==> src/rtl/freq_gate_ctrl.sv <==
// Measurement sequencer for the 6-digit BCD frequency counter chain:
// clear -> gate -> latch -> hold, with long/short gate auto-ranging on overflow.
module freq_gate_ctrl #(
  parameter int GATE_LONG  = 4,
  parameter int GATE_SHORT = 1,
  parameter int HOLD_CYC   = 2
) (
  input  logic        clk_05,
  input  logic        Rst_n,
  input  logic        start,
  input  logic        cont_mode,
  input  logic        hold,
  input  logic [23:0] bcd_in,
  input  logic        ovf_in,
  output logic        cnt_clr,
  output logic        gate_en,
  output logic [23:0] data_out,
  output logic        range,
  output logic        ovf_flag,
  output logic        meas_valid
);

  localparam int CNT_MAX = (GATE_LONG > HOLD_CYC) ? GATE_LONG : HOLD_CYC;
  localparam int CNT_W   = $clog2(CNT_MAX + 1);

  // One-hot encoding lets cnt_clr and gate_en come straight from state flops.
  typedef enum logic [4:0] {
    S_IDLE  = 5'b00001,
    S_CLR   = 5'b00010,
    S_GATE  = 5'b00100,
    S_LATCH = 5'b01000,
    S_HOLD  = 5'b10000
  } state_t;

  localparam int CLR_BIT  = 1;
  localparam int GATE_BIT = 2;

  state_t             state_q, state_d;
  logic [CNT_W-1:0]   cnt_q;
  logic               ovf_seen_q;
  logic [23:0]        data_q;
  logic               range_q;
  logic               ovf_flag_q;
  logic               valid_q;

  // NOTE: sequential state uses non-blocking assignments so every flop samples pre-edge values.
  always_ff @(posedge clk_05 or negedge Rst_n) begin
    if (!Rst_n) state_q <= S_IDLE;
    else        state_q <= state_d;
  end

  // NOTE: state_d gets a default first so no path through the case infers a latch.
  always_comb begin
    state_d = state_q;
    case (state_q)
      S_IDLE:  if (start || cont_mode) state_d = S_CLR;
      S_CLR:   state_d = S_GATE;
      S_GATE:  if (cnt_q == '0) state_d = S_LATCH;
      S_LATCH: state_d = (ovf_seen_q && !range_q) ? S_CLR : S_HOLD;
      S_HOLD:  if (cnt_q == '0 && !hold) state_d = cont_mode ? S_CLR : S_IDLE;
      default: state_d = S_IDLE;
    endcase
  end

  always_comb begin
    cnt_clr    = state_q[CLR_BIT];
    gate_en    = state_q[GATE_BIT];
    data_out   = data_q;
    range      = range_q;
    ovf_flag   = ovf_flag_q;
    meas_valid = valid_q;
  end

  // NOTE: every datapath register is reset so an aborted measurement publishes nothing.
  always_ff @(posedge clk_05 or negedge Rst_n) begin
    if (!Rst_n) begin
      cnt_q      <= '0;
      ovf_seen_q <= 1'b0;
      data_q     <= '0;
      range_q    <= 1'b0;
      ovf_flag_q <= 1'b0;
      valid_q    <= 1'b0;
    end else begin
      valid_q <= 1'b0;
      case (state_q)
        S_CLR: begin
          cnt_q      <= range_q ? CNT_W'(GATE_SHORT - 1) : CNT_W'(GATE_LONG - 1);
          ovf_seen_q <= 1'b0;
        end
        S_GATE: begin
          ovf_seen_q <= ovf_seen_q | ovf_in;
          if (cnt_q != '0) cnt_q <= cnt_q - 1'b1;
        end
        S_LATCH: begin
          cnt_q <= CNT_W'(HOLD_CYC - 1);
          if (ovf_seen_q) begin
            if (!range_q) begin
              range_q <= 1'b1;
            end else begin
              ovf_flag_q <= 1'b1;
              valid_q    <= 1'b1;
            end
          end else begin
            data_q     <= bcd_in;
            ovf_flag_q <= 1'b0;
            valid_q    <= 1'b1;
            // Short gate with empty top two digits: go back to the long gate.
            if (range_q && bcd_in[23:16] == 8'h00) range_q <= 1'b0;
          end
        end
        S_HOLD: if (cnt_q != '0) cnt_q <= cnt_q - 1'b1;
        default: ;
      endcase
    end
  end

endmodule
==> config.mk <==
export PLATFORM = sky130hd
export DESIGN_NAME = freq_gate_ctrl
export DESIGN_NICKNAME = d
export VERILOG_FILES = /design/src/rtl/freq_gate_ctrl.sv
export SDC_FILE = /design/constraint.sdc
export NUM_CORES = 1
export LEC_CHECK = 0
export CELL_PAD_IN_SITES_DETAIL_PLACEMENT = 1
export CELL_PAD_IN_SITES_GLOBAL_PLACEMENT = 2
export CORE_MARGIN = 3
export CORE_UTILIZATION = 26
export CTS_BUF_LIST = sky130_fd_sc_hd__clkbuf_4 sky130_fd_sc_hd__clkbuf_8 sky130_fd_sc_hd__clkbuf_16
export CTS_CLUSTER_SIZE = 16
export DETAILED_ROUTE_END_ITERATION = 16
export GPL_TIMING_DRIVEN = 1
export PLACE_DENSITY_LB_ADDON = 0.1
export SLEW_MARGIN = 20
export SYNTH_ARGS = -nofsm -noshare
export SYNTH_HDL_FRONTEND = slang
export SYNTH_SLANG_ARGS = --single-unit
==> constraint.sdc <==
create_clock -name clk_05 -period 1.6 [get_ports clk_05]
set_clock_uncertainty 0.05 [all_clocks]
set_input_delay 0.16 -clock clk_05 [delete_from_list [all_inputs] [get_ports clk_05]]
set_output_delay 0.16 -clock clk_05 [all_outputs]
set_load 0.05 [all_outputs]
==> impl_metrics.yaml, run 1 <==
route:
  avgRoutedWirePerCell_um: 16.16
  detail_route.first_pass.iterations: 4
  avgViaCountPerCell: 4.521
  initialDrtViolationCount: 54
  drc_errors_left: 0
  vias: 1302
  drtAntennaViolNets: 0
  post_detailed_routing_wire_length_mm: 4.654
timing:
  max_freq_ghz: 0.6224
  final.min_clock_period_ps: 1607
  timing.final.hold_violations: 0
  setup_viol: 5
  drv_slew: 0
  fin_crit_sh_pct: 100.4
  timing_worst_slew_pin_value_ps: 479.2
  grt_setup_unrepaired: "yes"
  fin_hold_ws_ps: 407.5
  worst_slack_ps: -6.636
  slew_headroom_pct: 68.05
yosys:
  number_of_nets_produced_by_synthesis: 154
  yosysWarnings: 0
  post_synth_num_cell_types: 42
  syn_avg_cell_area_um2: 13.67
  yosys_register_bits: 36
  async_reset_ff_share_pct: 100.0
  synth-edff-count: 0
  yosys_most_used_dff: "dfrtp_1"
  seq_area_frac_synth_pct: 54.09
  syn-cell-area_um2: 1668
  post_synth_inst_count: 122
clock_tree:
  cts.htree.levels: 2
  cts_tree: "yes"
  clock_latency_ps: 280
  cts_sinks: 36
  cts-root-buf: "clkbuf_8"
  clk_pin_slew_ps: 70
  cts_made_buffers: 5
  max-clock-path-buffers: 2
placement:
  dpl.cell_count: 272
  portBuffers: 58
  place.detailed.hpwl_mm: 3.435
  place_congestion: 0.7235
cells_and_area:
  leading_cell_types_in_the_layout_fill_and_taps_excluded: "51 x buf_4, 33 x dfrtp_1, 28 x clkdlybuf4s50_1"
  final_layout_size_suffix_gt1_share_pct: 47.89
  area.growth.synth_to_final_pct: 62.79
  layoutNonFillerInstCount: 288
  antennaDiodeCount: 0
  most_common_library_cell_in_the_layout_ignoring_fill_and_taps: "buf_4"
  post-route-util_pct: 44.80
  net_count_reported_at_finish: 244
global_routing:
  grt_start_max_net_pins: 37
  global_route.usage.total_pct: 12.95
  antenna_found_initial: 0
  grt_pass1_vias: 1477
  global_route.overflow_total: 0
  wire_length_of_the_first_global_routing_pass_mm: 7.445
setup_path:
  path_max_fanout: 15
  timing.setup.critical_path_class: "flop to flop"
  worstPathRequired_ps: 1720
  cp_data_arrival_time_ps: 1720
  critical_path.cell_chain: "nor3_4 > nand3b_4 > nor2_8 > buf_12 > mux2_1"
  worstSetupEndpointType: "flop"
  critical-path-slowest-cell: "dfrtp_1"
  critical-path-top-delay-family: "simple AND/OR/NAND/NOR gates"
  start_kind: "flop"
  cp_slowest_stage_delay_ps: 420
  worst-path-buf-inv: 1
floorplanning:
  die_height_um: 86.09
  placementRows: 28
  die_area_um2: 7411
  effective_utilization_at_floorplan_pct: 27.52
  core_region_area_um2: 6061
  fp.dieW_um: 86.09
  num_io_pins: 59
run:
  cap_violations: 0
pwr:
  ir_worst_vdd_uv: 705.6
  power.density_nw_per_um2: 1781
  static-leakage-power_nw: 1.276
worst_hold_path:
  worstHoldPathType: "input port to async pin"
outcome:
  failed_checks: "negative setup slack"
  status: "finished with violations"
==> per-layer routing <==
layer	vias up	track usage, %	share of wire [%]
met2	38	22.42	54
li1	620	-	-
met4	0	3.885	1.1
met3	6	3.650	5.2
met5	-	0	0
met1	638	15.52	40
==> cells in the mapped netlist, types with 2 or more instances <==
cell	number	area share [%]
mux2_1	20	14
mux2_2	4	2.7
nor2_1	5	1.1
nand3_1	7	2.1
a21oi_1	3	0.90
dfrtp_1	35	53
nor4_1	4	1.5
ha_1	2	1.5
buf_6	3	2.0
nand2_1	4	0.90
inv_1	4	0.90
==> flip-flops by register name (all words and copies together), names as in the netlist <==
signal,flops
cnt_q,3
data_out,24
meas_valid,1
ovf_flag,1
ovf_seen_q,1
range,1
state_q,5
==> tightest hold or removal path, stage by stage <==
cell	delay, ps
dlygate4sd3_1	520
buf_2	100
buf_4	410
==> path summary, 6_finish.rpt <==
path,startpoint,to,slack [ps],cells after the start
max,state_q[4],data_out[7],-7,5
min,Rst_n,data_out[14],410,3
max in group asynchronous,Rst_n,state_q[1],730,3
min in group clk_05,bcd_in[3],data_out[3],420,2
max reg2reg,state_q[4],data_out[7],-7,5
min reg2reg,data_out[14],data_out[14],450,1
==> power by group <==
group	switching, mW	total (mW)	internal, mW
clock	0.325	0.692	0.367
sequential	0.278	1.47	1.19
combinational	1.45	2.67	1.22
==> cell families (layout without fill, tap and decap cells) <==
kind of cell,Yosys count,after routing,synth area share [%]
AOI/OAI and AO/OA,16,16,8.552
xor gates and xnor gates,2,2,1.050
adders and majority gates,2,2,1.500
buffers and inverters,8,99,3.376
DFF,36,36,54.09
muxes,24,24,16.20
and+or+nand+nor,34,34,15.23
==> metrics by stage <==
step                      area [µm²]  power (mW)  setup TNS (ps)  worst slack, ps
after floorplan                 1680       2.877           -2022           -101.1
after global placement          2427       3.782          -25.40           -25.40
after detailed placement        2427       3.840          -259.5           -51.50
after CTS                       2586       4.625          -97.71           -20.78
after global routing            2715       5.138           -1668           -86.47
final                           2715       4.836          -22.06           -6.636
==> layout make-up <==
type / count / area [µm²]
fillers: 642 / 3346
flip-flops and latches: 36 / 904.6
multi-input cells: 78 / 832.0
repair buffers: 87 / 772.0
well taps: 75 / 93.84
clock buffers: 7 / 90.09
inverters: 4 / 15.01
clock inverters: 1 / 7.507
==> what timing repair did <==
item	CTS	global route
hold buffers	1	0
endpoints found under the hold margin	35	0
setup endpoints to repair	24	32
resized for setup	5	19
buffers inserted	3	4
pin swaps	0	4
No activity file was read; power rests on OpenSTA's default activity.
==> run 2: changes to the inputs <==
- MAX_ROUTING_LAYER: unset -> met4
- SLEW_MARGIN: 20 -> unset
==> run 2 against run 1 <==
Compared with the run above:
- critical path type unchanged
- sequential power hardly changed
- largest power group unchanged
- the flow still finishes with violations (negative setup slack)
- first-iteration DRC count is 13% higher
- sequential share of layout area is 0.14 points higher
- clock power hardly changed
- die area stayed put
- sequential cell count stayed put
- via count is 0.23% higher
==> impl_metrics.yaml, run 2 (synthesized netlist as in run 1, its figures left out) <==
setup_path:
  worst-r2r-cell-count: 5
  critical_path.reg2reg.endpoint: "data_out[7]"
  critical_path.cell_chain: "nor3_4 > nand3b_4 > nor2_8 > buf_12 > mux2_1"
  worstSetupEndpointType: "flop"
  timing.setup.critical_path_class: "flop to flop"
  start_kind: "flop"
  worstPathRequired_ps: 1720
  critical-path-top-delay-family: "simple AND/OR/NAND/NOR gates"
  cp_slowest_stage_delay_ps: 420
  worst-path-buf-inv: 1
  reg2reg_from: "state_q[4]"
  path_max_fanout: 15
  r2r_setup_slack_ps: -3
  cp.depth: 5
  critical-path-slowest-cell: "dfrtp_1"
  cp_data_arrival_time_ps: 1720
clock_tree:
  clock_latency_ps: 280
  cts_made_buffers: 5
  max-clock-path-buffers: 2
  cts_sinks: 36
  cts.htree.levels: 2
  cts_tree: "yes"
  clk_pin_slew_ps: 70
  cts-root-buf: "clkbuf_8"
floorplanning:
  die_height_um: 86.09
  core_region_area_um2: 6061
  num_io_pins: 59
  placementRows: 28
  die_area_um2: 7411
  fp.dieW_um: 86.09
  effective_utilization_at_floorplan_pct: 27.52
timing:
  timing.final.hold_violations: 0
  slew_headroom_pct: 67.63
  worst_slack_ps: -2.662
  drv_slew: 0
  max_freq_ghz: 0.6240
  grt_setup_unrepaired: "yes"
  timing_worst_slew_pin_value_ps: 485.6
  setup_viol: 3
  fin_crit_sh_pct: 100.2
  final.min_clock_period_ps: 1603
placement:
  portBuffers: 58
  place_congestion: 0.7321
  place.detailed.hpwl_mm: 3.435
  dpl.cell_count: 272
cells_and_area:
  net_count_reported_at_finish: 244
  most_common_library_cell_in_the_layout_ignoring_fill_and_taps: "buf_4"
  largest_register_ff_count: 24
  sequential_area_um2: 904.6
  multi_input_comb_area_um2: 820.8
  antennaDiodeCount: 0
  n_fill_cell: 642
  layoutNonFillerInstCount: 288
  area.growth.synth_to_final_pct: 62.12
  leading_cell_types_in_the_layout_fill_and_taps_excluded: "51 x buf_4, 33 x dfrtp_1, 28 x clkdlybuf4s50_1"
  final_layout_size_suffix_gt1_share_pct: 47.89
outcome:
  status: "finished with violations"
  failed_checks: "negative setup slack"
route:
  detail_route.first_pass.iterations: 3
  drc_errors_left: 0
  drtAntennaViolNets: 0
  avgViaCountPerCell: 4.531
  initialDrtViolationCount: 61
  vias: 1305
  post_detailed_routing_wire_length_mm: 4.630
  avgRoutedWirePerCell_um: 16.08
pwr:
  power.density_nw_per_um2: 1780
  report.power.total_mw: 4.812
  static-leakage-power_nw: 1.274
  ir_worst_vdd_uv: 702.7
global_routing:
  grt_pass1_vias: 1479
  grt_start_max_net_pins: 37
  global_route.usage.total_pct: 13.33
  wire_length_of_the_first_global_routing_pass_mm: 7.438
  antenna_found_initial: 0
  global_route.overflow_total: 0
worst_hold_path:
  worstHoldPathType: "input port to async pin"
run:
  cap_violations: 0
## run 2: cell counts in the layout (fill, tap and decap cells not counted)
No cell type changed its count.
## run 2: how the worst max path moves through the flow
stage	from	to	slack, ps
global route	state_q[1]	data_out[20]	-90
finish	state_q[4]	data_out[7]	-3
detailed placement	state_q[1]	state_q[1]	-50
global placement	state_q[4]	state_q[1]	-30
CTS	state_q[0]	state_q[0]	-20
floorplan	state_q[1]	data_out[0]	-100
## run 2: metrics by stage
stage               hold WS (ps)  TNS (ps)  utilization [%]  setup WS, ps  cell area [µm²]
detailed placement         192.6    -259.5            40.05        -51.50             2427
global route               408.0     -1655            44.61        -86.94             2704
CTS                        407.9    -97.71            42.67        -20.78             2586
floorplan                 -185.6     -2022                -        -101.1             1680
global placement           182.8    -25.40            40.05        -25.40             2427
finish                     405.5    -3.455            44.61        -2.662             2704
## run 2: tightest hold or removal path, delay by kind of cell
family                 cells  cell delay, ps
buffers and inverters      3            1030
## run 2: power breakdown
group | internal [mW] | switching (mW)
Sequential | 1.19 | 0.267
Clock | 0.367 | 0.326
Combinational | 1.21 | 1.45
## run 2: layer usage
layer / part of all wire, % / global-route usage, % / vias up
met2: 55 / 22.49 / 36
li1: - / - / 623
met5: 0 / - / -
met3: 4.6 / 3.362 / 5
met1: 40 / 15.64 / 641
met4: 0.82 / 3.885 / 0
## run 2: final cells by class
class	count	area share (%)
inverters	4	0.5553
clock inverters	1	0.2776
clock buffers	7	3.332
well taps	75	3.471
multi-input cells	78	30.36
repair buffers	87	28.55
flip-flops and latches	36	33.46
## run 2: timing repair
item,CTS,global route
resized for setup,5,18
setup buffers,3,4
hold endpoints to repair,35,0
hold buffers,1,0
endpoints found under the setup margin,24,32
pin swaps,0,3
